<file path="config.mk">
export PLATFORM = sky130hd
export DESIGN_NAME = imem_host_port
export DESIGN_NICKNAME = d
export VERILOG_FILES = /design/src/rtl/imem_host_port.sv
export SDC_FILE = /design/constraint.sdc
export NUM_CORES = 1
export LEC_CHECK = 0
export BUFFER_PORTS_ARGS = -buffer_cell sky130_fd_sc_hd__buf_2
export CAP_MARGIN = 20
export CORE_MARGIN = 4
export CORE_UTILIZATION = 48
export CTS_BUF_LIST = sky130_fd_sc_hd__clkbuf_2
export CTS_CLUSTER_SIZE = 24
export DETAILED_ROUTE_END_ITERATION = 7
export PLACE_DENSITY_LB_ADDON = 0.08
export SKIP_CTS_REPAIR_TIMING = 1
export SYNTH_ARGS = -nofsm -noshare
export SYNTH_HDL_FRONTEND = slang
export SYNTH_SLANG_ARGS = --single-unit
</file>
<file path="constraint.sdc">
create_clock -name i_clk -period 2.3 [get_ports i_clk]
set_input_delay 0.46 -clock i_clk [delete_from_list [all_inputs] [get_ports i_clk]]
set_output_delay 0.46 -clock i_clk [all_outputs]
set_load 0.02 [all_outputs]
</file>
<file path="src/rtl/imem_host_port.sv">
// Host-side controller for port A of the CPU instruction/data BRAM.
// Converts write/read/run/halt commands into port-A cycles, returns read
// data over a valid/ready response channel and drives the CPU reset.
module imem_host_port #(
    parameter int ADDR_W = 9,
    parameter int DATA_W = 32,
    parameter int RD_LAT = 1
) (
    input  logic              i_clk,
    input  logic              i_rstn,
    input  logic              i_cmd_valid,
    output logic              o_cmd_ready,
    input  logic [1:0]        i_cmd_op,
    input  logic [ADDR_W-1:0] i_cmd_addr,
    input  logic [DATA_W-1:0] i_cmd_wdata,
    output logic              o_rsp_valid,
    input  logic              i_rsp_ready,
    output logic [DATA_W-1:0] o_rsp_data,
    output logic              o_mem_en,
    output logic              o_mem_we,
    output logic [ADDR_W-1:0] o_mem_addr,
    output logic [DATA_W-1:0] o_mem_din,
    input  logic [DATA_W-1:0] i_mem_dout,
    output logic              o_cpu_rstn,
    output logic              o_err
);

    typedef enum logic [1:0] {
        IDLE    = 2'd0,
        WRITE   = 2'd1,
        RD_WAIT = 2'd2,
        RESP    = 2'd3
    } state_t;

    typedef enum logic [1:0] {
        OP_WRITE = 2'b00,
        OP_READ  = 2'b01,
        OP_RUN   = 2'b10,
        OP_HALT  = 2'b11
    } op_t;

    // RD_LAT is at most 3, so two bits cover every legal count
    localparam logic [1:0] LAT_LAST = 2'(RD_LAT);

    state_t     state;
    logic [1:0] lat_cnt;
    op_t        op;

    assign op = op_t'(i_cmd_op);

    // Command FSM; every output is a register updated here
    always_ff @(posedge i_clk or negedge i_rstn) begin
        if (!i_rstn) begin
            state       <= IDLE;
            lat_cnt     <= '0;
            o_cmd_ready <= 1'b1;
            o_rsp_valid <= 1'b0;
            o_rsp_data  <= '0;
            o_mem_en    <= 1'b0;
            o_mem_we    <= 1'b0;
            o_mem_addr  <= '0;
            o_mem_din   <= '0;
            o_cpu_rstn  <= 1'b0;
            o_err       <= 1'b0;
        end else begin
            case (state)
                IDLE: begin
                    if (i_cmd_valid) begin
                        case (op)
                            OP_WRITE: begin
                                // writes are refused while the CPU owns the memory
                                if (o_cpu_rstn) begin
                                    o_err <= 1'b1;
                                end else begin
                                    state       <= WRITE;
                                    o_cmd_ready <= 1'b0;
                                    o_mem_en    <= 1'b1;
                                    o_mem_we    <= 1'b1;
                                    o_mem_addr  <= i_cmd_addr;
                                    o_mem_din   <= i_cmd_wdata;
                                end
                            end
                            OP_READ: begin
                                state       <= RD_WAIT;
                                o_cmd_ready <= 1'b0;
                                o_mem_en    <= 1'b1;
                                o_mem_we    <= 1'b0;
                                o_mem_addr  <= i_cmd_addr;
                                lat_cnt     <= '0;
                            end
                            OP_RUN: begin
                                o_cpu_rstn <= 1'b1;
                            end
                            OP_HALT: begin
                                o_cpu_rstn <= 1'b0;
                                o_err      <= 1'b0;
                            end
                        endcase
                    end
                end
                WRITE: begin
                    o_mem_en    <= 1'b0;
                    o_mem_we    <= 1'b0;
                    o_cmd_ready <= 1'b1;
                    state       <= IDLE;
                end
                RD_WAIT: begin
                    o_mem_en <= 1'b0;
                    if (lat_cnt == LAT_LAST) begin
                        o_rsp_data  <= i_mem_dout;
                        o_rsp_valid <= 1'b1;
                        state       <= RESP;
                    end else begin
                        lat_cnt <= lat_cnt + 2'd1;
                    end
                end
                RESP: begin
                    if (i_rsp_ready) begin
                        o_rsp_valid <= 1'b0;
                        o_cmd_ready <= 1'b1;
                        state       <= IDLE;
                    end
                end
                default: begin
                    state <= IDLE;
                end
            endcase
        end
    end

endmodule

</file>
==> metrics.cfg, run 1 <==
[drt]
drt_iter0_markers = 44
viasPerCell = 4.742
route.vias.total = 2300
wl_per_cell_um = 15.23
finalWirelength_mm = 7.387
ant_nets = 0
first_pass_iters = 4
drc = 0

[logic_synthesis]
synth_fa_ha_area_frac = 0.02192
synthXorXnorAreaFrac = 0
synth_nets = 304
netlist_instances = 219
synth_top_area_frac = 0.5992
synth_top_family_by_area = multiplexers
synth.area.mux_share = 0.2810
ys_ff_latch = 83
synthesis.area_mm2 = 0.003425
ys_top_cells_by_area = dfrtp_1 60%, mux2_2 15%, mux2_4 13%
synth_simple_gate_area_share = 0.02959
yosysWarnings = 0
synthDistinctLibCells = 27
synth.largest_area_cell = dfrtp_1
synth_compound_area_frac = 0.03106
syn_avg_cell_area_um2 = 15.64
yosysSeqAreaShare = 0.6069

[global_route]
grt_use_met1 = 0.2326
globalRouteMet2Util = 0.2852
grt_max_degree = 46
antenna_found_initial = 0
grtUsageTotal = 0.1767
grt_busiest_layer = met2
grtUsageMet3 = 0.03656
gr-total-overflow = 0
grt_pass1_vias = 2328
grt_pass1_wl_mm = 11.77

[layout]
finalNetCount = 470
final_cell_area_mm2 = 0.004508
n_antenna_cell = 0
area_growth_pct = 31.64
drive_above_1_share = 0.6581

[timing]
setup_viol = 0
finalHoldViolCount = 0
period_needed_ns = 1.975
fmax_ghz = 0.5064
relSlewSlack = 0.6186
maxSlewViolCount = 0
final.setup.tns_ns = 0
fin_skew_ns = 0.04209
tightest_slew_ns = 0.5720
min_period_over_period = 0.8587
rsz0062_at_grt = false
hold-worst-slack_ns = 0.1667

[job]
cap_violations = 0

[power_and_ir_drop]
static-leakage-power_nw = 2.396
ir_drop_v = 0.0006259
power_w = 0.006470
p_per_area_mw_per_mm2 = 1435

[clock_network]
cts_tree = yes
root_buffer = clkbuf_2
cts_inserted_buffers = 9
htreeDepth = 3
cts.path.max_buffers = 2
cts_sinks = 83
clk_latency_ns = 0.50
path_clk_slew_ns = 0.24

[worst_hold_path]
min_path_cells = 2
hold_class = in2reg

[floorplanning]
std_cell_rows = 30
initial_core_util = 0.4985
die_h_um = 92.47
io_pins = 158
core_mm2 = 0.006869
die_area_mm2 = 0.008550
die_w_um = 92.47

[worst_setup_path]
required_ns = 2.67
worstPathCellList = inv_1 > ha_1 > nand3b_4 > or3_2 > buf_12 > mux2_4
cp-start-kind = flop
arrival_ns = 2.35
reg2reg_depth = 6
worstPathMaxFanout = 33
critical_path.slowest_cell = dfrtp_1
critical_path_class = reg2reg
critical-path-max-stage-delay_ns = 0.47
cp-end-kind = flop

[placement]
globalplace.congestion = 0.8707
io_buffer_count = 157
postPlaceCellArea_mm2 = 0.004345
hpwlAfterDp_mm = 5.717

[outcome]
outcome = completed

worst paths after layout:
path                                     from              to  slack [ns]
worst max register to register       state[0]    o_mem_din[9]        0.33
min in group asynchronous              i_rstn  o_rsp_data[23]        0.47
worst min-delay path            i_mem_dout[1]   o_rsp_data[1]        0.17
worst max-delay path                 state[0]    o_mem_din[9]        0.33
worst min register to register     lat_cnt[0]      lat_cnt[0]        0.50
max in group asynchronous              i_rstn     o_cmd_ready        1.17
critical path: cells and delay by family (launching register included):
| family | cells | cell delay [ns] |
|---|---|---|
| AND/OR/NAND/NOR | 2 | 0.54 |
| buffers and inverters | 2 | 0.31 |
| adder cells (fa/ha/maj) | 1 | 0.21 |
| multiplexers | 1 | 0.32 |
| flip-flops | 1 | 0.47 |
power breakdown:
group          leakage [nW]  internal, W  switching, W
clock                0.0880     0.000466      0.000472
sequential            0.987      0.00218      0.000360
combinational          1.32      0.00135       0.00165
cells in the mapped netlist, drive strengths merged:
cell    instances
dfstp           1
nor2            5
or3             1
a31oi           1
nand2           5
mux2i           2
inv             8
nor2b           3
dfrtp          82
o21ai           6
nor3            1
mux2           74
buf             8
a21oi           8
ha              6
nand2b          1
o21a            1
o22ai           2
o211a           1
nand3b          1
nand3           1
clkbuf          1
logic make-up after synthesis:
family                     after synthesis
DFF                                     83
muxes                                   76
AOI/OAI and AO/OA                       19
and+or+nand+nor                         18
buffers and inverters                   17
adders and majority gates                6
flip-flops by register name, indices dropped and copies added, names as in the netlist:
name / cells
o_cmd_ready: 1
o_rsp_data: 32
lat_cnt: 2
state: 2
o_mem_addr: 9
o_rsp_valid: 1
o_err: 1
o_mem_din: 32
o_mem_en: 1
o_cpu_rstn: 1
o_mem_we: 1
layer usage:
metal  up-vias  routed length (µm)
li1       1095                   -
met1      1111                3105
met2        84                3678
met3        10                 489
met4         0                 113
met5         -                   0
final cells by class:
| type | count | area, µm² |
|---|---|---|
| clock buffers | 10 | 50.05 |
| clock inverters | 5 | 102.6 |
| fillers | 578 | 2361 |
| inverters | 8 | 30.03 |
| multi-input cells | 119 | 1246 |
| flip-flops and latches | 83 | 2078 |
| well taps | 96 | 120.1 |
| repair buffers | 164 | 880.8 |
metrics by stage:
step                        util  instances  setup slack (ns)
after global placement    0.6326        469            0.4094
final                     0.6563        485            0.3251
after detailed placement  0.6326        469            0.3503
after CTS                 0.6548        484            0.3295
after global routing      0.6563        485            0.2205
after floorplan                -        219            0.4432
layout by cell type (no fill, tap or decap):
master           n
nor2_2           1
clkbuf_2        10
or3_2            1
o21ai_0          5
buf_12           3
mux2i_1          2
o21a_1           1
buf_2          156
mux2_2          45
dfrtp_1         82
bufinv_16        3
nand2_1          5
clkinvlp_4       1
nand3_1          1
a31oi_1          1
a21oi_1          8
dfstp_2          1
buf_4            4
dlygate4sd3_1    1
nor3_1           1
mux2_4          29
nor2b_1          3
ha_1             6
nand2b_1         1
inv_1            8
o211a_1          1
o22ai_1          2
nand3b_4         1
o21ai_1          1
clkinv_2         1
nor2_1           4
No activity file was read; power rests on OpenSTA's default activity.
==> run 2: changes to the inputs <==
--- a/config.mk
+++ b/config.mk
@@ -13,7 +13,6 @@
 export CTS_CLUSTER_SIZE = 24
 export DETAILED_ROUTE_END_ITERATION = 7
 export PLACE_DENSITY_LB_ADDON = 0.08
-export SKIP_CTS_REPAIR_TIMING = 1
 export SYNTH_ARGS = -nofsm -noshare
 export SYNTH_HDL_FRONTEND = slang
 export SYNTH_SLANG_ARGS = --single-unit
==> constraint.sdc (replaced) <==
create_clock -name i_clk -period 2.2 [get_ports i_clk]
set_input_delay 0.44 -clock i_clk [delete_from_list [all_inputs] [get_ports i_clk]]
set_output_delay 0.44 -clock i_clk [all_outputs]
set_load 0.02 [all_outputs]
==> metrics.cfg, run 2 (synthesis results as in run 1) <==
[outcome]
outcome = completed

[floorplanning]
initial_core_util = 0.4985  ; unchanged
core_mm2 = 0.006869  ; unchanged
die_area_mm2 = 0.008550  ; unchanged
die_w_um = 92.47  ; unchanged
io_pins = 158  ; unchanged
std_cell_rows = 30  ; unchanged
die_h_um = 92.47  ; unchanged

[global_route]
gr-total-overflow = 0  ; unchanged
antenna_found_initial = 0  ; unchanged
grt_pass1_vias = 2328  ; unchanged
grt_max_degree = 54  ; +17%
grtUsageTotal = 0.1798  ; +0.003131
grt_pass1_wl_mm = 11.87  ; +0.88%

[timing]
final.setup.tns_ns = 0  ; unchanged
setup_viol = 0  ; unchanged
finalHoldViolCount = 0  ; unchanged
hold-worst-slack_ns = 0.1632  ; -0.003477 ns
fin_skew_ns = 0.03087  ; -0.01122 ns
tightest_slew_ns = 0.4752  ; -0.09689 ns
min_period_over_period = 0.8945  ; +0.03583
period_needed_ns = 1.968  ; -0.007045 ns
rsz0062_at_grt = false
fmax_ghz = 0.5082  ; +0.36%
maxSlewViolCount = 0  ; unchanged
relSlewSlack = 0.6829  ; +0.06425

[power_and_ir_drop]
p_per_area_mw_per_mm2 = 1512  ; +5.3%
sw_frac_of_total = 0.3852  ; +0.002304
sequentialPowerShare = 0.391  ; about the same
power.internal_w = 0.004171  ; +4.5%
combPwrFrac = 0.463  ; about the same
static-leakage-power_nw = 2.386  ; -0.43%
ir_drop_v = 0.0007493  ; +20%
power_w = 0.006785  ; +4.9%
pwr-share-clk = 0.145  ; about the same
netSwitchingPower_w = 0.002614  ; +5.5%

[drt]
top_layer = met4
finalWirelength_mm = 7.532  ; +2.0%
met3_length_um = 445  ; -9.0%
drc = 0  ; unchanged
wl_per_cell_um = 15.56  ; +2.2%
route.vias.total = 2326  ; +1.1%
viasPerCell = 4.806  ; +1.3%
wl_met2_mm = 3.810  ; +3.6%
ant_nets = 0  ; unchanged
drt_iter0_markers = 54  ; +23%
wl_met1_mm = 3.180  ; +2.4%
first_pass_iters = 4  ; unchanged

[placement]
postPlaceCellArea_mm2 = 0.004325  ; -0.46%
hpwlAfterDp_mm = 5.709  ; -0.15%
io_buffer_count = 157  ; unchanged
globalplace.congestion = 0.8434  ; -3.1%

[worst_setup_path]
critical_path_class = reg2reg
required_ns = 2.56  ; -0.11 ns
worstPathMaxFanout = 33  ; unchanged
cp-start-kind = flop
reg2reg_depth = 6  ; unchanged
cp-end-kind = flop
arrival_ns = 2.33  ; -0.02 ns

[clock_network]
post_cts_buffers = 0
clk_latency_ns = 0.48  ; -0.02 ns
path_clk_slew_ns = 0.23  ; about the same
htreeDepth = 3  ; unchanged
cts.path.max_buffers = 2  ; unchanged
cts_tree = yes
cts_sinks = 83  ; unchanged
root_buffer = clkbuf_2
cts_inserted_buffers = 9  ; unchanged

[layout]
finalNetCount = 469  ; -0.21%
final_common_cell = buf_2
top_regs = o_mem_din (32), o_rsp_data (32), o_mem_addr (9)
layout_common_cells = 156 x buf_2, 82 x dfrtp_1, 45 x mux2_2
drive_above_1_share = 0.6546  ; -0.003459
fill_cells = 575  ; -0.52%
final_cell_area_mm2 = 0.004488  ; -0.44%
area_growth_pct = 31.06
post-route-util = 0.6534  ; -0.002914
n_antenna_cell = 0  ; unchanged

[worst_hold_path]
min_path_cells = 2  ; unchanged
hold_class = in2reg

[job]
cap_violations = 0  ; unchanged

-- run 2: changes by cell type in the layout (fill, tap and decap cells not counted), sizes merged --
cell      previous run  this run
buf                163       162
clkinv               1         2
clkinvlp             1         0
-- run 2: critical path, cell delays in order, from the launching register on --
cell	delay, ns
dfrtp_1	0.46
inv_1	0.12
ha_1	0.22
nand3b_4	0.09
or3_2	0.45
buf_12	0.21
mux2_4	0.32
-- run 2: area by class of cell --
| type | count | area, µm² | share of cell area |
|---|---|---|---|
| flip-flops and latches | 83 | 2078 | 0.4631 |
| multi-input cells | 119 | 1246 | 0.2777 |
| repair buffers | 163 | 860.8 | 0.1918 |
| well taps | 96 | 120.1 | 0.02676 |
| clock inverters | 5 | 102.6 | 0.02286 |
| clock buffers | 10 | 50.05 | 0.01115 |
| inverters | 8 | 30.03 | 0.006691 |
-- run 2: metal layers --
| layer | global-route usage | vias up |
|---|---|---|
| li1 | - | 1092 |
| met1 | 0.2294 | 1142 |
| met2 | 0.3003 | 84 |
| met3 | 0.03818 | 8 |
| met4 | 0.06931 | 0 |
| met5 | 0 | - |
-- run 2: timing repair --
| action | CTS | global route |
|---|---|---|
| gates resized for setup | 0 | 0 |
| hold buffers | 1 | 0 |
| endpoints found under the hold margin | 29 | 0 |
-- run 2: path summary, 6_finish.rpt --
check                           startpoint       endpoint  slack [ns]
setup / recovery                  state[1]  o_mem_din[27]        0.23
hold / removal             i_cmd_wdata[15]  o_mem_din[15]        0.16
setup reg to reg                  state[1]  o_mem_din[27]        0.23
hold reg to reg                 lat_cnt[0]     lat_cnt[0]        0.50
max in group asynchronous           i_rstn  o_mem_din[29]        1.15
min in group asynchronous           i_rstn  o_rsp_data[5]        0.40
-- run 2: power groups by stage --
stage / Combinational, W / Sequential, W / Clock (W)
6_report: 0.00314 / 0.00266 / 0.000986
5_1_grt: 0.00336 / 0.00276 / 0.00109
4_1_cts: 0.00319 / 0.00266 / 0.00102
3_5_place_dp: 0.00318 / 0.00270 / 0
3_3_place_gp: 0.00312 / 0.00266 / 0
2_1_floorplan: 0.00116 / 0.00359 / 0
-- run 2: metrics by stage --
stage,setup WS [ns],cells
after floorplan,0.3432,219
after global placement,0.3122,468
after detailed placement,0.2519,468
after CTS,0.2308,484
after global routing,0.1317,484
final,0.2321,484
